<file path="src/rtl/mux2_pkg.sv">
// mux2_pkg: shared select encodings and default data width for the mux2 arbiter slice
package mux2_pkg;
  localparam logic SEL_A = 1'b0;
  localparam logic SEL_B = 1'b1;
  localparam int W_DEF = 8;
endpackage

</file>
<file path="src/rtl/mux2_sat_cnt.sv">
// mux2_sat_cnt: saturating up-counter, holds at all-ones instead of wrapping
module mux2_sat_cnt #(
  parameter int CNT_W = 16
) (
  input  logic             clk,
  input  logic             rst,
  input  logic             i_inc,
  output logic [CNT_W-1:0] o_cnt
);
  logic [CNT_W-1:0] r_cnt;
  always_ff @(posedge clk or posedge rst)
    if (rst) r_cnt <= '0;
    else if (i_inc && r_cnt != '1) r_cnt <= r_cnt + 1'b1;
  assign o_cnt = r_cnt;
endmodule

</file>
<file path="src/rtl/mux2_rr_arb.sv">
// mux2_rr_arb: two-channel round-robin stream arbiter with a registered output entry
// Optional grant counters when MUX2_ARB_CNT_EN is defined.
module mux2_rr_arb
  import mux2_pkg::*;
#(
  parameter int W = W_DEF
`ifdef MUX2_ARB_CNT_EN
  , parameter int CNT_W = 16
`endif
) (
  input  logic         clk,
  input  logic         rst,
  input  logic         a_valid,
  input  logic [W-1:0] a_data,
  output logic         a_ready,
  input  logic         b_valid,
  input  logic [W-1:0] b_data,
  output logic         b_ready,
  output logic         out_valid,
  output logic [W-1:0] out_data,
  output logic         out_sel,
  input  logic         out_ready
`ifdef MUX2_ARB_CNT_EN
  , output logic [CNT_W-1:0] a_cnt,
  output logic [CNT_W-1:0] b_cnt
`endif
);
  logic         r_out_valid;
  logic [W-1:0] r_out_data;
  logic         r_out_sel;
  logic         r_last;
  logic         w_load;
  logic         w_grant_a;
  logic         w_grant_b;
  assign w_load    = !r_out_valid | out_ready;
  // Under contention the channel that did not win last time takes the grant.
  assign w_grant_a = a_valid & (!b_valid | r_last == SEL_B);
  assign w_grant_b = b_valid & (!a_valid | r_last == SEL_A);
  assign a_ready   = !rst & w_load & w_grant_a;
  assign b_ready   = !rst & w_load & w_grant_b;
  always_ff @(posedge clk or posedge rst)
    if (rst) begin
      r_out_valid <= 1'b0;
      r_out_data  <= '0;
      r_out_sel   <= SEL_A;
      r_last      <= SEL_B;
    end else if (w_load) begin
      r_out_valid <= a_ready | b_ready;
      if (a_ready | b_ready) begin
        r_out_data <= a_ready ? a_data : b_data;
        r_out_sel  <= a_ready ? SEL_A : SEL_B;
        r_last     <= a_ready ? SEL_A : SEL_B;
      end
    end
  assign out_valid = r_out_valid;
  assign out_data  = r_out_data;
  assign out_sel   = r_out_sel;
`ifdef MUX2_ARB_CNT_EN
  mux2_sat_cnt #(.CNT_W(CNT_W)) u_a_cnt (.clk(clk), .rst(rst), .i_inc(a_ready), .o_cnt(a_cnt));
  mux2_sat_cnt #(.CNT_W(CNT_W)) u_b_cnt (.clk(clk), .rst(rst), .i_inc(b_ready), .o_cnt(b_cnt));
`endif
endmodule

</file>
<file path="config.mk">
export PLATFORM = sky130hd
export DESIGN_NAME = mux2_rr_arb
export DESIGN_NICKNAME = d
export VERILOG_FILES = /design/src/rtl/mux2_pkg.sv /design/src/rtl/mux2_sat_cnt.sv /design/src/rtl/mux2_rr_arb.sv
export SDC_FILE = /design/constraint.sdc
export NUM_CORES = 1
export LEC_CHECK = 0
export BUFFER_PORTS_ARGS = -buffer_cell sky130_fd_sc_hd__buf_2
export CAP_MARGIN = 20
export CORE_UTILIZATION = 47
export CTS_BUF_LIST = sky130_fd_sc_hd__clkbuf_4
export DETAILED_ROUTE_END_ITERATION = 12
export GPL_ROUTABILITY_DRIVEN = 0
export PLACE_DENSITY = 0.8
export SYNTH_ARGS = -nofsm -noshare
export SYNTH_HDL_FRONTEND = slang
export SYNTH_SLANG_ARGS = --single-unit
</file>
<file path="constraint.sdc">
create_clock -name clk -period 2.1 [get_ports clk]
set_clock_uncertainty 0.1 [all_clocks]
set_input_delay 0.21 -clock clk [delete_from_list [all_inputs] [get_ports clk]]
set_output_delay 0.21 -clock clk [all_outputs]
set_load 0.01 [all_outputs]
</file>
# --- After elaboration in Yosys (flattened, before gate mapping) ---
# Index checks and enable logic that the tools add are counted.
totals:
  ff_bits: 11
  inputBits: 21
  word_cells: 21
  out_inout_bits: 12
op_classes:
  bitwise_logic: 10
  n_reduce_logical: 5
  muxes: 2
ops:
  columns: ["operator", "n"]
  rows:
  - ["$mux 8", 1]
  - ["$and 1x1->1", 5]
  - ["$logic_not 1->1", 4]
  - ["$or 1x1->1", 4]
  - ["$reduce_and 2->1", 1]
  - ["$mux 1", 1]
  - ["$not 1->1", 1]

# --- Longest topological paths before layout ---
depth:
  word_depth: 6
  depth_mapped: 5
  mapped_depth_nobuf: 3

# --- Worst setup path before layout ---
# Ideal clock, no wire load.
synth_path:
  path_type: "register -> output"
  from: "register r_out_valid (netlist: out_valid)"
  to: "output port a_ready"
  stages_incl_launch_ff: 6
  required_ps: 1790
  path_buffers: 2
  arrival_time_ps: 1356
  slack_ps: 434
  path_cell_list: "dfrtp_1 > nor2b_4 > buf_6 > buf_8 > or4_4 > inv_1"
synth_via:
  elab_chain_len: 4
synth_lines:
  columns: ["item", "line_no", "rtl"]
  rows:
  - ["start: declaration", "mux2_rr_arb.sv:28", "logic r_out_valid;"]
  - ["start signal: assignment", "mux2_rr_arb.sv:48", "r_out_valid <= a_ready | b_ready;"]
  - ["$logic_not 1->1", "mux2_rr_arb.sv:35", "assign w_load = !r_out_valid | out_ready;"]
  - ["$or 1x1->1", "mux2_rr_arb.sv:35", null]
  - ["$and 1x1->1 (2 in a row)", "mux2_rr_arb.sv:39", "assign a_ready = !rst & w_load & w_grant_a;"]
  - ["end: declaration", "mux2_rr_arb.sv:15", "output logic a_ready,"]
# No other way between the ends.

# --- Worst setup path after layout ---
layout_path:
  from: "input port rst"
  to: "output port a_ready"
layout_via:
  elab_chain_len: 3
layout_lines:
  columns: ["item", "line_no", "rtl"]
  rows:
  - ["start: declaration", "mux2_rr_arb.sv:12", "input logic rst,"]
  - ["$logic_not 1->1 (no line)", null, null]
  - ["$and 1x1->1 (2 in a row)", "mux2_rr_arb.sv:39", null]
# No other way between the ends.

==> summary.md <==
| Metric | Value |
|---|---|
| Kind of critical path | `in2out` |
| H-tree depth | `1` |
| Min setup slack post-route | `105 ps` |
| Synth Warn # | `0` |
| Slew @ Worst Pin | `347 ps` |
| Req. time, crit path | `1790 ps` |
| Post-synth top area cell | `dfrtp_1` |
| First-pass GRT wire length | `2660 um` |
| CTS Hold Bufs | `1` |
| Switch Pwr | `0.210 mW` |
| Setup slack, reg-to-reg | `580 ps` |
| Clock power frac | `24.5%` |
| Num CTS Buffers | `3` |
| First-pass detailed-route iteration total | `4` |
| Slowest Stage Delay on Critical Path | `550 ps` |
| Achievable Freq | `501 MHz` |
| Gate power share | `31.9%` |
| Hold/Removal Path Class | `in2reg` |
| Buffer and inverter count on the worst path | `4` |
| Initial core utilization | `53.3%` |
| Hold Fails Final Rpt | `0` |
| Pre-CTS WS | `553 ps` |
| Total track usage | `24.5%` |
| Die X | `41.4 um` |
| Vias per std cell | `6.11` |
| Status | `finished, final reports clean` |
| Iter 0 DRT Violations | `29` |
| Worst Setup Start Kind | `primary input` |
| WL/cell | `14.2 um` |
| Placed cells | `113` |
| CTS resizes | `0` |
| TritonCTS clock tree | `done` |
| Max-capacitance violation count | `0` |
| Register bit total from synthesis | `11` |
| Die Span Y | `41.4 um` |
| Largest net degree at the start of global routing | `19` |
| Slew HR | `76.8%` |
| Post-layout min period | `1990 ps` |
| Fin Setup TNS | `0 ps` |
| Worst VDD drop | `0.437 mV` |
| Clock buffer depth | `2` |
| Clk slew on worst S/H paths | `70 ps` |
| Cell-internal power | `0.436 mW` |
| Hpwl dp | `1210 um` |
| Hold slack final | `104 ps` |
| Sequential share of power | `43.7%` |
| Total gr overflow | `0` |
| DRC violations left | `0` |
| Worst Setup SP | `rst` |
| Via count | `721` |
| Final core occ | `63.6%` |
| I/O pins | `33` |
| Arr. time, crit path | `1680 ps` |
| Layout area overhead | `19.2%` |
| Post-Synthesis Cells | `74` |
| Slew Limit Fails | `0` |
| Crit-path cells | `dlygate4sd3_1 > buf_2 > or4_4 > inv_1 > buf_2` |
| Layout Cells excl Fill | `118` |
| Area of the die | `1710 um2` |
| Synthesized net count | `95` |
| Critical Path Sink Type | `primary output` |
| Leakage power | `0.395 nW` |
| Dominant cells by area after synthesis | `dfrtp_1 (34%), a31oi_1 (14%), o41ai_1 (9.6%)` |
| PD cells | `745 nW/um2` |
| Rows | `13` |
| Vias in the first global route | `579` |
| CTS Sinks | `11` |
| Critical Path Fanout Max | `18` |
| Commonest non-fill, non-tap cell in the layout | `buf_2` |
| Sw Ratio | `32.5%` |
| Share of post-route cells with drive strength above 1 | `42.7%` |
| Worst skew pair latency | `270 ps` |
| Synthesized area per cell | `9.84 um2` |
| CP top delay family | `buffers and inverters` |
| Core Footprint | `1370 um2` |
| Final setup viols | `0` |
| Antenna diodes | `0` |
| Antenna violations before repair | `0` |
| Crit share post-route | `95.0%` |
| Top-area cell type share of the netlist area | `34.4%` |
| CP max stage cell | `or4_4` |
| Nets | `125` |
| Clock root buffer | `clkbuf_4` |
| Critical hold path startpoint | `b_data[7]` |
| # port buffers | `32` |
| Commonest non-fill, non-tap cells in the layout | `buf_2 (32), a31oi_1 (16), dfrtp_1 (10)` |
| Routed Antenna Nets | `0` |
| Register area share after synthesis | `38.0%` |
| RSZ-0062 raised after global routing | `false` |
| Post-CTS Setup Bufs | `0` |
| Worst R2R Start | `r_last$_DFFE_PP1P_` |
| Cell variety after synth | `19` |
| Routed WL | `1680 um` |
| Synth Cell Area | `728 um2` |
| Most used cell, CP | `buf_2` |
[stage by stage]
step / total power [mW] / area, um2
floorplan: 0.433 / 728
global placement: 0.484 / 828
detailed placement: 0.492 / 828
CTS: 0.655 / 868
global route: 0.699 / 868
finish: 0.647 / 868
[logic make-up (layout without fill, tap and decap cells)]
kind of cell | Yosys count | count (layout) | share of synthesized area [%]
compound gates | 26 | 26 | 25.4
buf+inv | 12 | 41 | 13.4
simple gates | 25 | 25 | 23.2
flops | 11 | 11 | 38.0
[power groups by stage]
stage | logic [mW] | registers [mW] | clock network [mW]
4_1_cts | 0.206 | 0.283 | 0.165
3_3_place_gp | 0.201 | 0.284 | 0
2_1_floorplan | 0.129 | 0.304 | 0
6_report | 0.206 | 0.282 | 0.158
3_5_place_dp | 0.204 | 0.288 | 0
5_1_grt | 0.231 | 0.290 | 0.177
[synth_stat cells (all sizes together)]
cell	number
or4	9
a31oi	16
or2	2
and3	1
nand2	9
o21a	2
inv	3
dfstp	1
dfrtp	10
and4	1
buf	9
o41ai	8
nor2b	2
or2b	1
[per-layer routing]
metal / wire length, um / vias up / global-route usage (%)
met2: 773 / 38 / 35.2
met3: 130 / 2 / 7.98
met4: 19 / 0 / 9.68
met1: 754 / 326 / 33.7
li1: - / 355 / -
met5: 0 / - / 0
[worst register-to-register path, stage by stage, from the launching register on]
cell and delay (ps):
dfstp_2 570, nor2b_4 80, or4_1 490, a31oi_1 200
[worst paths after layout]
kind                                                 to  cells past startpoint
worst max register to register  out_data[5]$_DFFE_PP0P_                      3
max in group asynchronous       out_data[5]$_DFFE_PP0P_                      4
min in group asynchronous       out_data[3]$_DFFE_PP0P_                      3
worst max-delay path                            a_ready                      5
worst min register to register  out_data[0]$_DFFE_PP0P_                      2
worst min-delay path            out_data[7]$_DFFE_PP0P_                      3
[flip-flops by register name, indices dropped and copies added, names as in the netlist]
signal / count
out_valid: 1
r_last: 1
out_sel: 1
out_data: 8
[area by class of cell]
type,instances,area (um2)
fill,126,498
multi-input combinational,51,354
tap,15,18.8
inverter,3,11.3
clock buffer,4,30.0
sequential,11,277
timing repair buffer,34,178
(Power assumes the default switching activity.)
